## src/rtl/lcd_1602_monitor_if.sv

```systemverilog
// rtl/lcd_1602_monitor_if.sv - HD44780-style 1602 write bus as seen by the driver and by snoopers
interface lcd_1602_monitor_if;
  logic       lcd_en;
  logic       lcd_rw;
  logic       lcd_rs;
  logic [7:0] lcd_data;

  modport master (output lcd_en, output lcd_rw, output lcd_rs, output lcd_data);
  modport slave  (input  lcd_en, input  lcd_rw, input  lcd_rs, input  lcd_data);
endinterface

```

## src/rtl/lcd_1602_monitor.sv

```systemverilog
// rtl/lcd_1602_monitor.sv - passive 1602 LCD bus snooper keeping a shadow of the 2x16 display
module lcd_1602_monitor #(
  parameter int         MIN_EN_HIGH = 4,
  parameter logic [7:0] BLANK_CHAR  = 8'h20
) (
  input  logic                 clk,
  input  logic                 reset,
  lcd_1602_monitor_if.slave    bus,
  output logic [127:0]         row_1,
  output logic [127:0]         row_2,
  output logic [6:0]           cursor_addr,
  output logic                 disp_on,
  output logic                 init_done,
  output logic                 wr_stb,
  output logic                 last_rs,
  output logic [7:0]           last_byte
);

  localparam int CW = $clog2(MIN_EN_HIGH + 1);
  localparam logic [CW-1:0] CNT_MAX = CW'(MIN_EN_HIGH);

  // bundle layout: {en, rw, rs, data}
  logic [10:0]   sync1_q, sync2_q;
  logic          en_dly_q;
  logic [CW-1:0] high_cnt_q;

  logic          s_en, s_rw, s_rs;
  logic [7:0]    s_data;
  logic          accept;

  logic [127:0]  row1_q, row1_d, row2_q, row2_d;
  logic [6:0]    cur_q, cur_d;
  logic          inc_q, inc_d, cg_q, cg_d;
  logic          disp_q, disp_d, init_q, init_d;
  logic          stb_q, stb_d, lrs_q, lrs_d;
  logic [7:0]    lb_q, lb_d;

  assign {s_en, s_rw, s_rs, s_data} = sync2_q;
  // Strobe only on a falling edge that followed a long-enough high pulse; reads are dropped here.
  assign accept = en_dly_q && !s_en && (high_cnt_q == CNT_MAX) && !s_rw;

  // Two-line DDRAM address map: 0x00-0x27 and 0x40-0x67, illegal gaps snap to the nearest line edge.
  function automatic logic [6:0] step_addr(input logic [6:0] a, input logic up);
    logic illegal;
    illegal = (a >= 7'h28 && a <= 7'h3F) || (a >= 7'h68);
    if (up) begin
      if (a == 7'h27 || illegal) return 7'h40;
      else if (a == 7'h67)       return 7'h00;
      else                       return a + 7'd1;
    end else begin
      if (a == 7'h40 || illegal) return 7'h27;
      else if (a == 7'h00)       return 7'h67;
      else                       return a - 7'd1;
    end
  endfunction

  // Input synchronizer, edge-detect delay and glitch-filter high counter.
  always_ff @(posedge clk) begin
    if (reset) begin
      sync1_q    <= '0;
      sync2_q    <= '0;
      en_dly_q   <= 1'b0;
      high_cnt_q <= '0;
    end else begin
      sync1_q  <= {bus.lcd_en, bus.lcd_rw, bus.lcd_rs, bus.lcd_data};
      sync2_q  <= sync1_q;
      en_dly_q <= s_en;
      if (!s_en)                   high_cnt_q <= '0;
      else if (high_cnt_q != CNT_MAX) high_cnt_q <= high_cnt_q + 1'b1;
    end
  end

  // Decode of one accepted write into next shadow state.
  always_comb begin
    row1_d = row1_q;
    row2_d = row2_q;
    cur_d  = cur_q;
    inc_d  = inc_q;
    cg_d   = cg_q;
    disp_d = disp_q;
    init_d = init_q;
    stb_d  = 1'b0;
    lrs_d  = lrs_q;
    lb_d   = lb_q;
    if (accept) begin
      stb_d = 1'b1;
      lrs_d = s_rs;
      lb_d  = s_data;
      if (!s_rs) begin
        casez (s_data)
          8'b1???????: begin cur_d = s_data[6:0]; cg_d = 1'b0; end
          8'b01??????: cg_d = 1'b1;
          8'b001?????: init_d = 1'b1;
          8'b0001????: if (!s_data[3]) cur_d = step_addr(cur_q, s_data[2]);
          8'b00001???: disp_d = s_data[2];
          8'b000001??: inc_d = s_data[1];
          8'b0000001?: cur_d = 7'h00;
          8'b00000001: begin
            row1_d = {16{BLANK_CHAR}};
            row2_d = {16{BLANK_CHAR}};
            cur_d  = 7'h00;
            inc_d  = 1'b1;
            cg_d   = 1'b0;
          end
          default: ;
        endcase
      end else if (!cg_q) begin
        // Column 0 sits in the top byte, so bit offset is (15 - col) * 8 = {~col, 3'b000}.
        if (cur_q[6:4] == 3'b000)      row1_d[{~cur_q[3:0], 3'b000} +: 8] = s_data;
        else if (cur_q[6:4] == 3'b100) row2_d[{~cur_q[3:0], 3'b000} +: 8] = s_data;
        cur_d = step_addr(cur_q, inc_q);
      end
    end
  end

  // Shadow state register.
  always_ff @(posedge clk) begin
    if (reset) begin
      row1_q <= {16{BLANK_CHAR}};
      row2_q <= {16{BLANK_CHAR}};
      cur_q  <= 7'h00;
      inc_q  <= 1'b1;
      cg_q   <= 1'b0;
      disp_q <= 1'b0;
      init_q <= 1'b0;
      stb_q  <= 1'b0;
      lrs_q  <= 1'b0;
      lb_q   <= 8'h00;
    end else begin
      row1_q <= row1_d;
      row2_q <= row2_d;
      cur_q  <= cur_d;
      inc_q  <= inc_d;
      cg_q   <= cg_d;
      disp_q <= disp_d;
      init_q <= init_d;
      stb_q  <= stb_d;
      lrs_q  <= lrs_d;
      lb_q   <= lb_d;
    end
  end

  assign row_1       = row1_q;
  assign row_2       = row2_q;
  assign cursor_addr = cur_q;
  assign disp_on     = disp_q;
  assign init_done   = init_q;
  assign wr_stb      = stb_q;
  assign last_rs     = lrs_q;
  assign last_byte   = lb_q;

endmodule

```

## src/flat_wrapper.sv

```systemverilog
// flat-port wrapper written by rule: the top's interface ports become plain ports
module lcd_1602_monitor_flat 
#(
  parameter int         MIN_EN_HIGH = 4,
  parameter logic [7:0] BLANK_CHAR  = 8'h20
)
  (clk, reset, row_1, row_2, cursor_addr, disp_on, init_done, wr_stb, last_rs, last_byte, bus_lcd_en, bus_lcd_rw, bus_lcd_rs, bus_lcd_data);
  lcd_1602_monitor_if bus_i ();
  input  logic clk;
  input  logic reset;
  output logic [127:0] row_1;
  output logic [127:0] row_2;
  output logic [6:0] cursor_addr;
  output logic disp_on;
  output logic init_done;
  output logic wr_stb;
  output logic last_rs;
  output logic [7:0] last_byte;
  input wire logic [$bits(bus_i.lcd_en)-1:0] bus_lcd_en;
  input wire logic [$bits(bus_i.lcd_rw)-1:0] bus_lcd_rw;
  input wire logic [$bits(bus_i.lcd_rs)-1:0] bus_lcd_rs;
  input wire logic [$bits(bus_i.lcd_data)-1:0] bus_lcd_data;
  assign bus_i.lcd_en = bus_lcd_en;
  assign bus_i.lcd_rw = bus_lcd_rw;
  assign bus_i.lcd_rs = bus_lcd_rs;
  assign bus_i.lcd_data = bus_lcd_data;
  lcd_1602_monitor #(.MIN_EN_HIGH(MIN_EN_HIGH), .BLANK_CHAR(BLANK_CHAR)) u_core (.clk(clk), .reset(reset), .bus(bus_i), .row_1(row_1), .row_2(row_2), .cursor_addr(cursor_addr), .disp_on(disp_on), .init_done(init_done), .wr_stb(wr_stb), .last_rs(last_rs), .last_byte(last_byte));
endmodule
```

## config.mk

```make
export PLATFORM = sky130hd
export DESIGN_NAME = lcd_1602_monitor_flat
export DESIGN_NICKNAME = d
export VERILOG_FILES = /design/src/rtl/lcd_1602_monitor_if.sv /design/src/rtl/lcd_1602_monitor.sv /design/src/flat_wrapper.sv
export SDC_FILE = /design/constraint.sdc
export NUM_CORES = 1
export LEC_CHECK = 0
export CAP_MARGIN = 20
export CORE_MARGIN = 2
export CORE_UTILIZATION = 46
export CTS_BUF_LIST = sky130_fd_sc_hd__clkbuf_4
export DETAILED_ROUTE_END_ITERATION = 12
export HOLD_SLACK_MARGIN = 0.06
export PLACE_DENSITY = 0.78
export SLEW_MARGIN = 20
export SYNTH_ARGS = -nofsm -noshare
export SYNTH_HDL_FRONTEND = slang
export SYNTH_SLANG_ARGS = --single-unit
```

## constraint.sdc

```tcl
create_clock -name clk -period 2.3 [get_ports clk]
set_clock_uncertainty 0.15 [all_clocks]
set_input_delay 0.46 -clock clk [delete_from_list [all_inputs] [get_ports clk]]
set_output_delay 0.46 -clock clk [all_outputs]
set_load 0.05 [all_outputs]
```

==> reports/qor.yml, run 1 <==
drtIter0Drc: 1032
drive_gt1_frac: 0.232
fin_crit_sh: 0.975
power.density_mw_per_mm2: 625
startpoint_type: "flip-flop"
finalSetupViolations: 0
crit_arrival_ns: 1.63
drv_slew: 0
drt-total-wl_um: 39700
startpoint: "u_core.row_1[32]$_SDFFE_PP0P_"
place_congestion: 0.896
fin_util: 0.664
io_pins: 288
peakVddDrop_mv: 0.383
areaGrowthSynthToFinish_pct: 42.9
syn-cell-area_sq_mm: 0.0116
design.die.area_sq_mm: 0.0266
numPortBuffers: 287
hp-start: "bus_lcd_data[2]"
h-tree-depth: 3
ys_types: 80
crit_slowest_cell: "dlygate4sd2_1"
syn_inst: 1145
grt_first_pass_wirelength_um: 60300
fin_crit_ns: 2.24
via_per_inst: 5.83
clk_root_buffer_cell: "clkbuf_4"
cp_slowest_stage_delay_ns: 0.58
yosysTopAreaCell: "dfxtp_1"
cp-end-kind: "output pin"
crit_type: "flip-flop to output pin"
crit_buf_inv: 1
yosys.area.top_type_share: 0.521
clkSlewWorstSetupHoldPaths_ns: 0.07
ant_nets: 0
yosys-top-cells-area: "dfxtp_1 52%, o2bb2ai_1 6.9%, o32ai_1 3.4%, a22o_1 3.2%, nand2_1 3.1%"
hold_ws_ns: 0.158
routed-via-count: 11300
tightest_slew_ns: 0.607
wl_per_cell_um: 20.5
yosysWarnings: 0
clk_latency_ns: 0.70
ctsHoldBuffers: 0
start_util: 0.465
yosysMostFrequentCell: "dfxtp_1"
status: "finished, final reports clean"
dr.pass1.iters: 5
clockBufferDepth: 3
synth_edf_count: 0
antenna_found_initial: 1
fillers: 2086
grt_pass1_vias: 10700
cap_violations: 0
max_freq_mhz: 446
reg2reg_from: "u_core.cursor_addr[0]$_SDFFE_PP0P_"
nNetsFinal: 1578
hold_viol: 0
critPathRequiredTime_ns: 1.69
p_leak_uw: 0.00713
numCtsBuffers: 76
ys_seq_elements: 303
core_area_sq_mm: 0.0250
rsz0062_at_grt: "true"
synth_commonest_cells: "303 x dfxtp_1, 95 x nand2_1, 91 x o2bb2ai_1, 49 x clkbuf_1, 48 x nor2_1"
dpl.hpwl_um: 27600
synthFlopType: "dfxtp_1"
grt_usage: 0.289
cts.sinks: 303
seq_area_frac_synth: 0.521
synthArstFlopShare: 0
synth_fp_nets: 1166
hp-class: "input port to flip-flop"
drc_errors: 0
grt_max_degree: 98
die_y_um: 163
path_cells: "dlygate4sd2_1"
cpLargestDelayFamily: "buffers and inverters"
path_max_fanout: 3
slew_headroom: 0.594
tritoncts: "done"
synth_area_per_cell_sq_um: 10.2
grt.overflow.total: 0
num_rows: 58
die_width_um: 163
==> layout by cell type (no fill, tap or decap), types with 6 or more instances in the layout <==
master / instances
dfxtp_1: 298
dlygate4sd2_1: 259
buf_4: 134
clkbuf_4: 114
nand2_1: 91
o2bb2ai_1: 91
inv_1: 45
o32ai_1: 44
a22o_1: 43
nor2_1: 41
a32o_1: 31
a21oi_1: 29
nor2b_1: 29
a31oi_1: 24
a21oi_2: 23
a211oi_1: 21
nor3_1: 18
and3_1: 18
nand3_1: 16
a221o_1: 12
clkdlybuf4s50_1: 11
nand4_1: 9
mux2i_1: 8
clkinv_1: 8
nor2_4: 7
o21ai_1: 7
o311ai_0: 7
o21ai_2: 6
nand3_2: 6
o21ai_0: 6
buf_12: 6
==> path summary, 6_finish.rpt <==
check	endpoint	slack, ns	cells past startpoint
worst max-delay path	row_1[32]	0.06	1
worst min-delay path	u_core.sync1_q[2]$_SDFF_PP0_	0.16	2
worst max register to register	u_core.row_1[115]$_SDFFE_PP0P_	0.07	10
worst min register to register	u_core.sync2_q[3]$_SDFF_PP0_	0.28	1
==> area by class of cell <==
type / count / area, sq um / area share
Antenna cell: 1 / 2.50 / 0.000151
Clock buffer: 114 / 856 / 0.0515
Clock inverter: 16 / 150 / 0.00903
Inverter: 48 / 180 / 0.0108
Multi-Input combinational cell: 709 / 5330 / 0.321
Sequential cell: 303 / 6080 / 0.366
Tap cell: 330 / 413 / 0.0248
Timing Repair Buffer: 419 / 3610 / 0.217
==> kinds of logic after synthesis <==
group	count (synthesis)	share of synthesized area
fa+ha+maj	8	0.00860
simple gates	288	0.128
compound gates	399	0.281
mux	8	0.00688
buf+inv	133	0.0500
flops	303	0.521
xor+xnor	6	0.00452
==> power by group <==
group	internal (uW)	switching, uW
Clock	2590	2150
Sequential	5260	12.0
Combinational	119	248
==> stage by stage <==
stage | worst slack [ns] | total power [uW] | instances | setup TNS, ns | instance area, sq um
floorplan | 0.0232 | 5590 | 1145 | 0 | 11800
global placement | -0.0382 | 5730 | 1797 | -0.666 | 15600
detailed placement | -0.110 | 5730 | 1797 | -2.61 | 15600
CTS | -0.0391 | 10400 | 1927 | -0.247 | 16300
global route | -0.00577 | 10800 | 1940 | -0.0116 | 16600
finish | 0.0586 | 10400 | 1940 | 0 | 16600
==> registers in the layout, summed over array words and instances (netlist names) <==
| name | cells |
|---|---|
| u_core.row_1 | 128 |
| u_core.row_2 | 128 |
| u_core.sync1_q | 11 |
| u_core.sync2_q | 11 |
| u_core.last_byte | 8 |
| u_core.cursor_addr | 7 |
| u_core.high_cnt_q | 3 |
| u_core.cg_q | 1 |
| u_core.disp_on | 1 |
| u_core.en_dly_q | 1 |
| u_core.inc_q | 1 |
| u_core.init_done | 1 |
| u_core.last_rs | 1 |
| u_core.wr_stb | 1 |
==> routing by layer <==
| layer | track usage | part of all wire | vias up | routed length, um |
|---|---|---|---|---|
| met5 | 0 | 0 | - | 0 |
| met4 | 0.101 | 0.030 | 0 | 1190 |
| met3 | 0.0792 | 0.10 | 99 | 4130 |
| met2 | 0.455 | 0.45 | 577 | 17800 |
| met1 | 0.384 | 0.42 | 5416 | 16600 |
| li1 | - | - | 5210 | - |
==> what timing repair did <==
action,4_1_cts,5_1_grt
endpoints found under the setup margin,348,228
setup buffers,0,11
pin swaps,0,9
cloned,0,1
resized for setup,282,57
No activity file was read; power rests on OpenSTA's default activity.
==> inputs of run 2 (changes only) <==
Settings changed: TNS_END_PERCENT from default to 50.
==> run 2 against run 1 <==
Core utilization fell by 1.1 points. Highest routed layer unchanged. Global-route usage fell by 0.52 points. Clock power down 6.3%. Final cell count fell by 1.3%. First-iteration DRC count is 1.9% lower. Largest cell class unchanged. Critical path type unchanged.
==> reports/qor.yml, run 2 (synthesis results as in run 1) <==
status: "finished, final reports clean"
final_common_cell: "dfxtp_1"
drv_slew: 0  # unchanged
antenna_found_initial: 1  # unchanged
grt_first_pass_wirelength_um: 59700  # -0.96%
hold_viol: 0  # unchanged
crit_type: "flip-flop to output pin"
io_pins: 288  # unchanged
fin_area_sq_mm: 0.0163  # -1.7%
slew_headroom: 0.563  # -0.0303
tightest_slew_ns: 0.655  # +0.0477 ns
hold_ws_ns: 0.124  # -0.0344 ns
fin_crit_ns: 2.25  # +0.00815 ns
start_util: 0.465  # unchanged
dr.pass1.iters: 5  # unchanged
rrSetupSlack_ns: 0.06  # about the same
max_freq_mhz: 445  # -0.36%
via_per_inst: 5.85  # +0.49%
num_rows: 58  # unchanged
die_y_um: 163  # unchanged
finalSetupViolations: 0  # unchanged
cpLargestDelayFamily: "buffers and inverters"
place_congestion: 1.03  # +15%
design.die.area_sq_mm: 0.0266  # unchanged
nNetsFinal: 1556  # -1.4%
drtIter0Drc: 1012  # -1.9%
power.density_mw_per_mm2: 617  # -1.2%
startpoint_type: "flip-flop"
grt_max_degree: 51  # -48%
crit_slowest_cell: "dlygate4sd2_1"
dpl.hpwl_um: 27200  # -1.1%
cap_violations: 0  # unchanged
fillers: 2153  # +3.2%
hp-class: "input port to flip-flop"
crit_arrival_ns: 1.64  # about the same
dpl_cell_area_sq_mm: 0.0155  # -0.29%
numPortBuffers: 287  # unchanged
clkSlewWorstSetupHoldPaths_ns: 0.06  # about the same
numCtsBuffers: 75  # -1.3%
final_cell_mix: "298 x dfxtp_1, 262 x dlygate4sd2_1, 111 x buf_4"
drive_gt1_frac: 0.203  # -0.0290
grt_usage: 0.284  # -0.00524
cts.sinks: 303  # unchanged
drt-total-wl_um: 39100  # -1.7%
die_width_um: 163  # unchanged
areaGrowthSynthToFinish_pct: 40.5
rsz0062_at_grt: "true"
path_cells: "dlygate4sd2_1"
wl_per_cell_um: 20.4  # -0.35%
critPathRequiredTime_ns: 1.69  # about the same
clockBufferDepth: 3  # unchanged
peakVddDrop_mv: 0.421  # +10%
cp-end-kind: "output pin"
layout_setup_ws_ns: 0.0504  # -0.00815 ns
drc_errors: 0  # unchanged
ant_nets: 0  # unchanged
grt.overflow.total: 0  # unchanged
crit_buf_inv: 1  # unchanged
core_area_sq_mm: 0.0250  # unchanged
tritoncts: "done"
grt_pass1_vias: 10800  # +0.80%
fin_crit_sh: 0.978  # +0.00354
h-tree-depth: 3  # unchanged
path_max_fanout: 3  # unchanged
routed-via-count: 11200  # -0.86%
clk_root_buffer_cell: "clkbuf_4"
p_leak_uw: 0.00699  # -1.9%
cp_slowest_stage_delay_ns: 0.56  # -0.02 ns
clk_latency_ns: 0.69  # about the same
pre_cts_ws_ns: -0.0266  # +0.0835 ns
[run 2: cell count changes in the layout (fill, tap and decap cells not counted), sizes merged]
cell,previous run,this run
clkdlybuf4s15,5,1
buf,142,122
clkbuf,116,106
clkinv,11,17
dlygate4sd2,259,262
bufinv,3,2
[run 2: worst paths after layout]
path	cells after the start	from	end
worst min-delay path	3	reset	u_core.disp_on$_SDFFE_PP0P_
worst min register to register	1	u_core.sync1_q[8]$_SDFF_PP0_	u_core.sync2_q[8]$_SDFF_PP0_
worst max register to register	7	u_core.cursor_addr[1]$_SDFFE_PP0P_	u_core.cursor_addr[6]$_SDFFE_PP0P_
worst max-delay path	1	u_core.row_1[33]$_SDFFE_PP0P_	row_1[33]
[run 2: repair_timing]
action	4_1_cts	5_1_grt
buffers inserted	0	1
hold buffers	0	0
gates cloned	0	1
resized for setup	268	47
setup endpoints to repair	290	186
pin swaps	0	6
[run 2: final cells by class]
cell class | count | area (sq um) | share of cell area
flip-flops and latches | 303 | 6080 | 0.372
multi-input cells | 709 | 5260 | 0.322
repair buffers | 398 | 3480 | 0.213
clock buffers | 104 | 781 | 0.0478
well taps | 330 | 413 | 0.0253
inverters | 48 | 180 | 0.0110
clock inverters | 21 | 146 | 0.00896
diodes | 1 | 2.50 | 0.000153
[run 2: power by group]
| group | internal (uW) | switching (uW) | total [uW] |
|---|---|---|---|
| Clock | 2310 | 2140 | 4450 |
| Combinational | 120 | 244 | 363 |
| Sequential | 5260 | 12.6 | 5270 |
| Total | 7690 | 2390 | 10100 |
[run 2: metal layers]
layer | wire length (um) | global-route usage | vias to the layer above | part of all wire
li1 | - | - | 5159 | -
met1 | 16300 | 0.378 | 5373 | 0.42
met2 | 18000 | 0.444 | 604 | 0.46
met3 | 3830 | 0.0792 | 69 | 0.098
met4 | 980 | 0.0977 | 0 | 0.025
met5 | 0 | 0 | - | 0
[run 2: through the flow]
step	setup TNS, ns	power (uW)	util	std cells
floorplan	-0.0679	5590	-	1145
global placement	0	5740	0.620	1786
detailed placement	-0.173	5740	0.620	1786
CTS	0	10200	0.644	1911
global route	-0.116	10500	0.653	1914
finish	0	10100	0.653	1914
[run 2: worst reg2reg max path, cell delays in order, from the launching register on]
cell and delay (ns):
dfxtp_4 0.36, inv_1 0.09, ha_2 0.18, or3b_4 0.41
or3_1 0.34, o211a_1 0.15, a2111oi_2 0.31, o32ai_1 0.11
==> RTL change 1, RTL diff (config.mk and constraints of run 1) <==
Remove the register `stb_q`: a continuous assignment takes its place, so the output `wr_stb` follows one clock earlier.
--- a/src/rtl/lcd_1602_monitor.sv
+++ b/src/rtl/lcd_1602_monitor.sv
@@ -123,7 +123,6 @@
       cg_q   <= 1'b0;
       disp_q <= 1'b0;
       init_q <= 1'b0;
-      stb_q  <= 1'b0;
       lrs_q  <= 1'b0;
       lb_q   <= 8'h00;
     end else begin
@@ -134,11 +133,12 @@
       cg_q   <= cg_d;
       disp_q <= disp_d;
       init_q <= init_d;
-      stb_q  <= stb_d;
       lrs_q  <= lrs_d;
       lb_q   <= lb_d;
     end
   end
+
+  assign stb_q = stb_d;
 
   assign row_1       = row1_q;
   assign row_2       = row2_q;
Behaviour: same outputs for any inputs over 4 cycles, from zero or initial values and one cycle with reset high; that may be too few to reach the edited logic, so the function may still have changed.
==> RTL change 1 against run 1 <==
- the run now ends with setup timing left
- non-clock buffer count is 71 higher
- sequential cell count is 1 lower
- count of clock-buffer cells in the layout is 15 lower
- worst setup slack got worse by 350 ps
- power down 2.3%
- largest power group unchanged
- utilization increased by 8.3 points
- area after synthesis increased by 1.1%
- cell area up 13%
- fmax down 14%
- wire length grew 25%
==> RTL change 1: results (changes against run 1) <==
[detailed_routing]
drt_pass1_iterations = 6  ; +1
drtIter0Drc = 1403  ; +36%
routed_via_density = 6.298  ; +8.1%

[global_route]
grt_use_met1_pct = 40.63  ; +2.2 points
first_global_vias = 12279  ; +15%
grt_pass1_wl_um = 70070  ; +16%
grt_use_met3_pct = 9.293  ; +1.4 points
grt_max_degree = 44  ; -55%
grt_use_total_pct = 33.63  ; +4.7 points
use_met2_pct = 55.50  ; +10 points
antenna_found_initial = 2  ; +1

[placement]
pre_cts_ws_ps = -304.8  ; -194.7 ps

[sta]
setup_viol_count_final = 260  ; +260
setup_ws_ps = -294.4  ; -353.0 ps
setup_tns_ps = -41970  ; -41970 ps

[critical_path]
rr_endpoint = u_core.row_1[57]
worstSetupPathType = reg2reg
crit_arrival_ps = 3010  ; +1380 ps
max_stage_delay_ps = 530  ; -50 ps
crit_start = u_core.sync2_q[7]
cpLargestDelayFamily = simple AND/OR/NAND/NOR gates
crit_slowest_cell = or4_4

[yosys]
synth_nets = 1185  ; +1.6%
ys_seq_area_share_pct = 51.41  ; -0.73 points
synthDistinctLibCells = 72  ; -10%

[status]
outcome = finished, violations left
violations = setup timing

[clocking]
clkLatencyLatePin_ps = 720  ; +20 ps

[cells_and_area]
n_fill_cell = 1721  ; -17%
final_layout_size_suffix_gt1_share_pct = 31.30  ; +8.1 points

-- RTL change 1: changes by cell type after synthesis, sizes merged, moves of 7 or more --
cell            run 1  this run
a21oi              57        68
a221o              12         0
a22o               43       100
a32o               32        80
and3               18         2
buf                36        27
clkbuf             49        81
inv                48        63
nand2              96        66
nand3              23        16
nor2               50        41
o21ai              21        37
o2bb2ai            91         1
-- RTL change 1: tightest hold or removal path, stage by stage --
cell	delay (ps)
buf_6	130
buf_4	230
nor2b_1	120
-- RTL change 1: power by group --
part | internal (mW) | leakage, nW | switching (mW)
registers | 5.24 | 2.44 | 0.00925
logic | 0.143 | 4.98 | 0.328
clock network | 2.14 | 0.524 | 2.28
-- RTL change 1: logic make-up after synthesis --
group / count (synthesis) / share of synthesized area (%)
AOI/OAI and AO/OA: 435 / 29.45
and+or+nand+nor: 235 / 11.20
buffers and inverters: 172 / 6.086
xor gates and xnor gates: 3 / 0.2235
muxes: 9 / 0.7767
DFF: 302 / 51.41
adders and majority gates: 8 / 0.8512
-- RTL change 1: worst min path at each step --
| stage | depth (start not counted) | slack [ps] | from | to |
|---|---|---|---|---|
| global route | 3 | 100 | reset | u_core.sync2_q[10] |
| floorplan | 1 | 260 | u_core.sync1_q[0] | u_core.sync2_q[0] |
| detailed placement | 1 | 280 | u_core.sync1_q[3] | u_core.sync2_q[3] |
| CTS | 3 | 90 | reset | u_core.last_byte[2] |
| finish | 3 | 120 | reset | u_core.sync2_q[10] |
| global placement | 1 | 280 | u_core.sync1_q[10] | u_core.sync2_q[10] |
-- RTL change 1: metrics by stage --
stage	util [%]	area [um^2]	hold WS, ps
floorplan	-	12290	263.8
global placement	64.52	16200	276.5
detailed placement	64.52	16200	278.1
CTS	72.68	18250	88.41
global route	74.67	18750	101.6
finish	74.67	18750	115.0
-- RTL change 1: layer usage --
layer	vias up	part of all wire, %
li1	5382	-
met1	6071	37
met2	927	47
met3	248	11
met4	0	5.9
met5	-	0
-- RTL change 1: layout make-up --
| class | instances | area, um^2 | area share (%) |
|---|---|---|---|
| Clock inverter | 29 | 158.9 | 0.8476 |
| Inverter | 64 | 254.0 | 1.355 |
| Sequential cell | 302 | 6068 | 32.37 |
| Timing Repair Buffer | 490 | 4750 | 25.33 |
| Tap cell | 330 | 412.9 | 2.202 |
| Multi-Input combinational cell | 690 | 6359 | 33.92 |
| Antenna cell | 1 | 2.502 | 0.01335 |
| Clock buffer | 99 | 743.2 | 3.964 |
-- RTL change 1: repair_timing --
item | CTS | global route
gates cloned | 10 | 3
buffers inserted | 43 | 13
resized for setup | 426 | 86
endpoints found under the setup margin | 515 | 269
pin swaps | 133 | 67
==> RTL change 2, RTL diff (config.mk and constraints of run 1) <==
Without the edit above. `BLANK_CHAR` is set to 8'h20 in 2 places; all go to 8'h18.
--- a/src/rtl/lcd_1602_monitor.sv
+++ b/src/rtl/lcd_1602_monitor.sv
@@ -1,7 +1,7 @@
 // rtl/lcd_1602_monitor.sv - passive 1602 LCD bus snooper keeping a shadow of the 2x16 display
 module lcd_1602_monitor #(
   parameter int         MIN_EN_HIGH = 4,
-  parameter logic [7:0] BLANK_CHAR  = 8'h20
+  parameter logic [7:0] BLANK_CHAR  = 8'h18
 ) (
   input  logic                 clk,
   input  logic                 reset,
--- a/src/flat_wrapper.sv
+++ b/src/flat_wrapper.sv
@@ -2,7 +2,7 @@
 module lcd_1602_monitor_flat 
 #(
   parameter int         MIN_EN_HIGH = 4,
-  parameter logic [7:0] BLANK_CHAR  = 8'h20
+  parameter logic [7:0] BLANK_CHAR  = 8'h18
 )
   (clk, reset, row_1, row_2, cursor_addr, disp_on, init_done, wr_stb, last_rs, last_byte, bus_lcd_en, bus_lcd_rw, bus_lcd_rs, bus_lcd_data);
   lcd_1602_monitor_if bus_i ();
Formal check against the unedited RTL: not equivalent (a bounded check fails within 4 cycles, from zero or initial values and one cycle with reset high).
==> RTL change 2 against run 1 <==
- the run now ends with setup timing left
- die area is 3.5% higher
- power is 0.40% lower
- sequential share of layout area down 4.3 points
- worst setup slack worse by 290 ps
- critical endpoint is now u_core.row_1[114]
- sequential cell count unchanged
- register-to-register slack got worse by 300 ps
- area after synthesis increased by 3.6%
- cell area grew 13%
- wire length up 16%
- clock power fell by 1%
- global-route usage rose by 2.0 points
==> RTL change 2: results (changes against run 1) <==
[clocking]
cts_buffers = 77  ; +1.3%

[yosys]
ys_seq_area_share_pct = 50.32  ; -1.8 points
synth_fa_ha_area_share_pct = 0.8303  ; -0.030 points
synth.area.mux_share_pct = 4.152  ; +3.5 points
synthDistinctLibCells = 74  ; -7.5%
synth_nets = 1266  ; +8.6%

[pwr]
vdd.ir_drop.worst_uv = 410.9  ; +7.3%

[detailed_routing]
wl_per_cell_um = 22.02  ; +7.5%
drt_pass1_iterations = 6  ; +1
routed_via_density = 5.904  ; +1.3%
wirelength_um = 46220  ; +16%

[status]
outcome = finished, violations left
violations = setup timing

[sta]
setup_tns_ps = -31480  ; -31480 ps
setup_viol_count_final = 254  ; +254
setup_ws_ps = -227.8  ; -286.4 ps

[placement]
dp.cells = 1925  ; +7.1%
place_congestion = 0.9965  ; +11%
place_hpwl_um = 29280  ; +6.3%
pre_cts_ws_ps = -367.9  ; -257.8 ps

[critical_path]
rr_worst_depth = 8  ; -2
cp_max_fo = 6  ; +3

[cells_and_area]
final_layout_size_suffix_gt1_share_pct = 30.80  ; +7.6 points

[global_route]
grt_max_degree = 75  ; -23%
first_global_vias = 12147  ; +13%

## RTL change 2: changes by cell type after synthesis, sizes merged, moves of 20 or more
cell,change
a32o,-20
inv,-27
mux2i,+42
nand2,+41
nand3,+28
nor2,+40
o21ai,+35
o32ai,-36
## RTL change 2: path summary, 6_finish.rpt
path,from,end
hold / removal,bus_lcd_en,u_core.sync1_q[10]
hold reg to reg,u_core.sync1_q[8],u_core.sync2_q[8]
setup / recovery,u_core.sync2_q[4],u_core.row_1[114]
setup reg to reg,u_core.sync2_q[4],u_core.row_1[114]
## RTL change 2: worst max-delay path, delay by kind of cell, from the launching register on
kind,cells,cell delay (ps)
buf+inv,3,550
flops,1,310
compound gates,2,340
simple gates,3,1130
## RTL change 2: metal layers
layer	vias to the layer above	GRT usage (%)	wire, um
met4	0	12.97	1971
li1	5553	-	-
met3	138	6.959	4296
met5	-	0	0
met2	725	50.23	21590
met1	5977	39.79	18360
## RTL change 2: cells by family (layout without fill, tap and decap cells)
| logic type | after synthesis | count (layout) |
|---|---|---|
| and+or+nand+nor | 410 | 411 |
| AOI/OAI and AO/OA | 358 | 362 |
| DFF | 303 | 303 |
| buffers and inverters | 112 | 625 |
| muxes | 50 | 50 |
| adders and majority gates | 8 | 8 |
| xor gates and xnor gates | 4 | 4 |
| other | 0 | 1 |
## RTL change 2: layout make-up
cell class,count,area (um^2)
inverter,23,93.84
multi-input combinational,835,6854
tap,335,419.2
clock inverter,21,142.6
fill,1814,7068
antenna,1,2.502
sequential,303,6080
timing repair buffer,470,4418
clock buffer,111,833.3
## RTL change 2: repair_timing
| action | in CTS | in global routing |
|---|---|---|
| hold buffers | 0 | 0 |
| pin swaps | 82 | 35 |
| buffers inserted | 20 | 13 |
| resized for setup | 414 | 86 |
| endpoints found under the setup margin | 524 | 264 |
| cloned | 10 | 2 |
| hold endpoints to repair | 0 | 0 |
## RTL change 2: report_power, final
group	internal, mW	switching [mW]	total, mW
clock network	2.44	2.25	4.69
logic	0.113	0.277	0.390
registers	5.26	0.00740	5.27
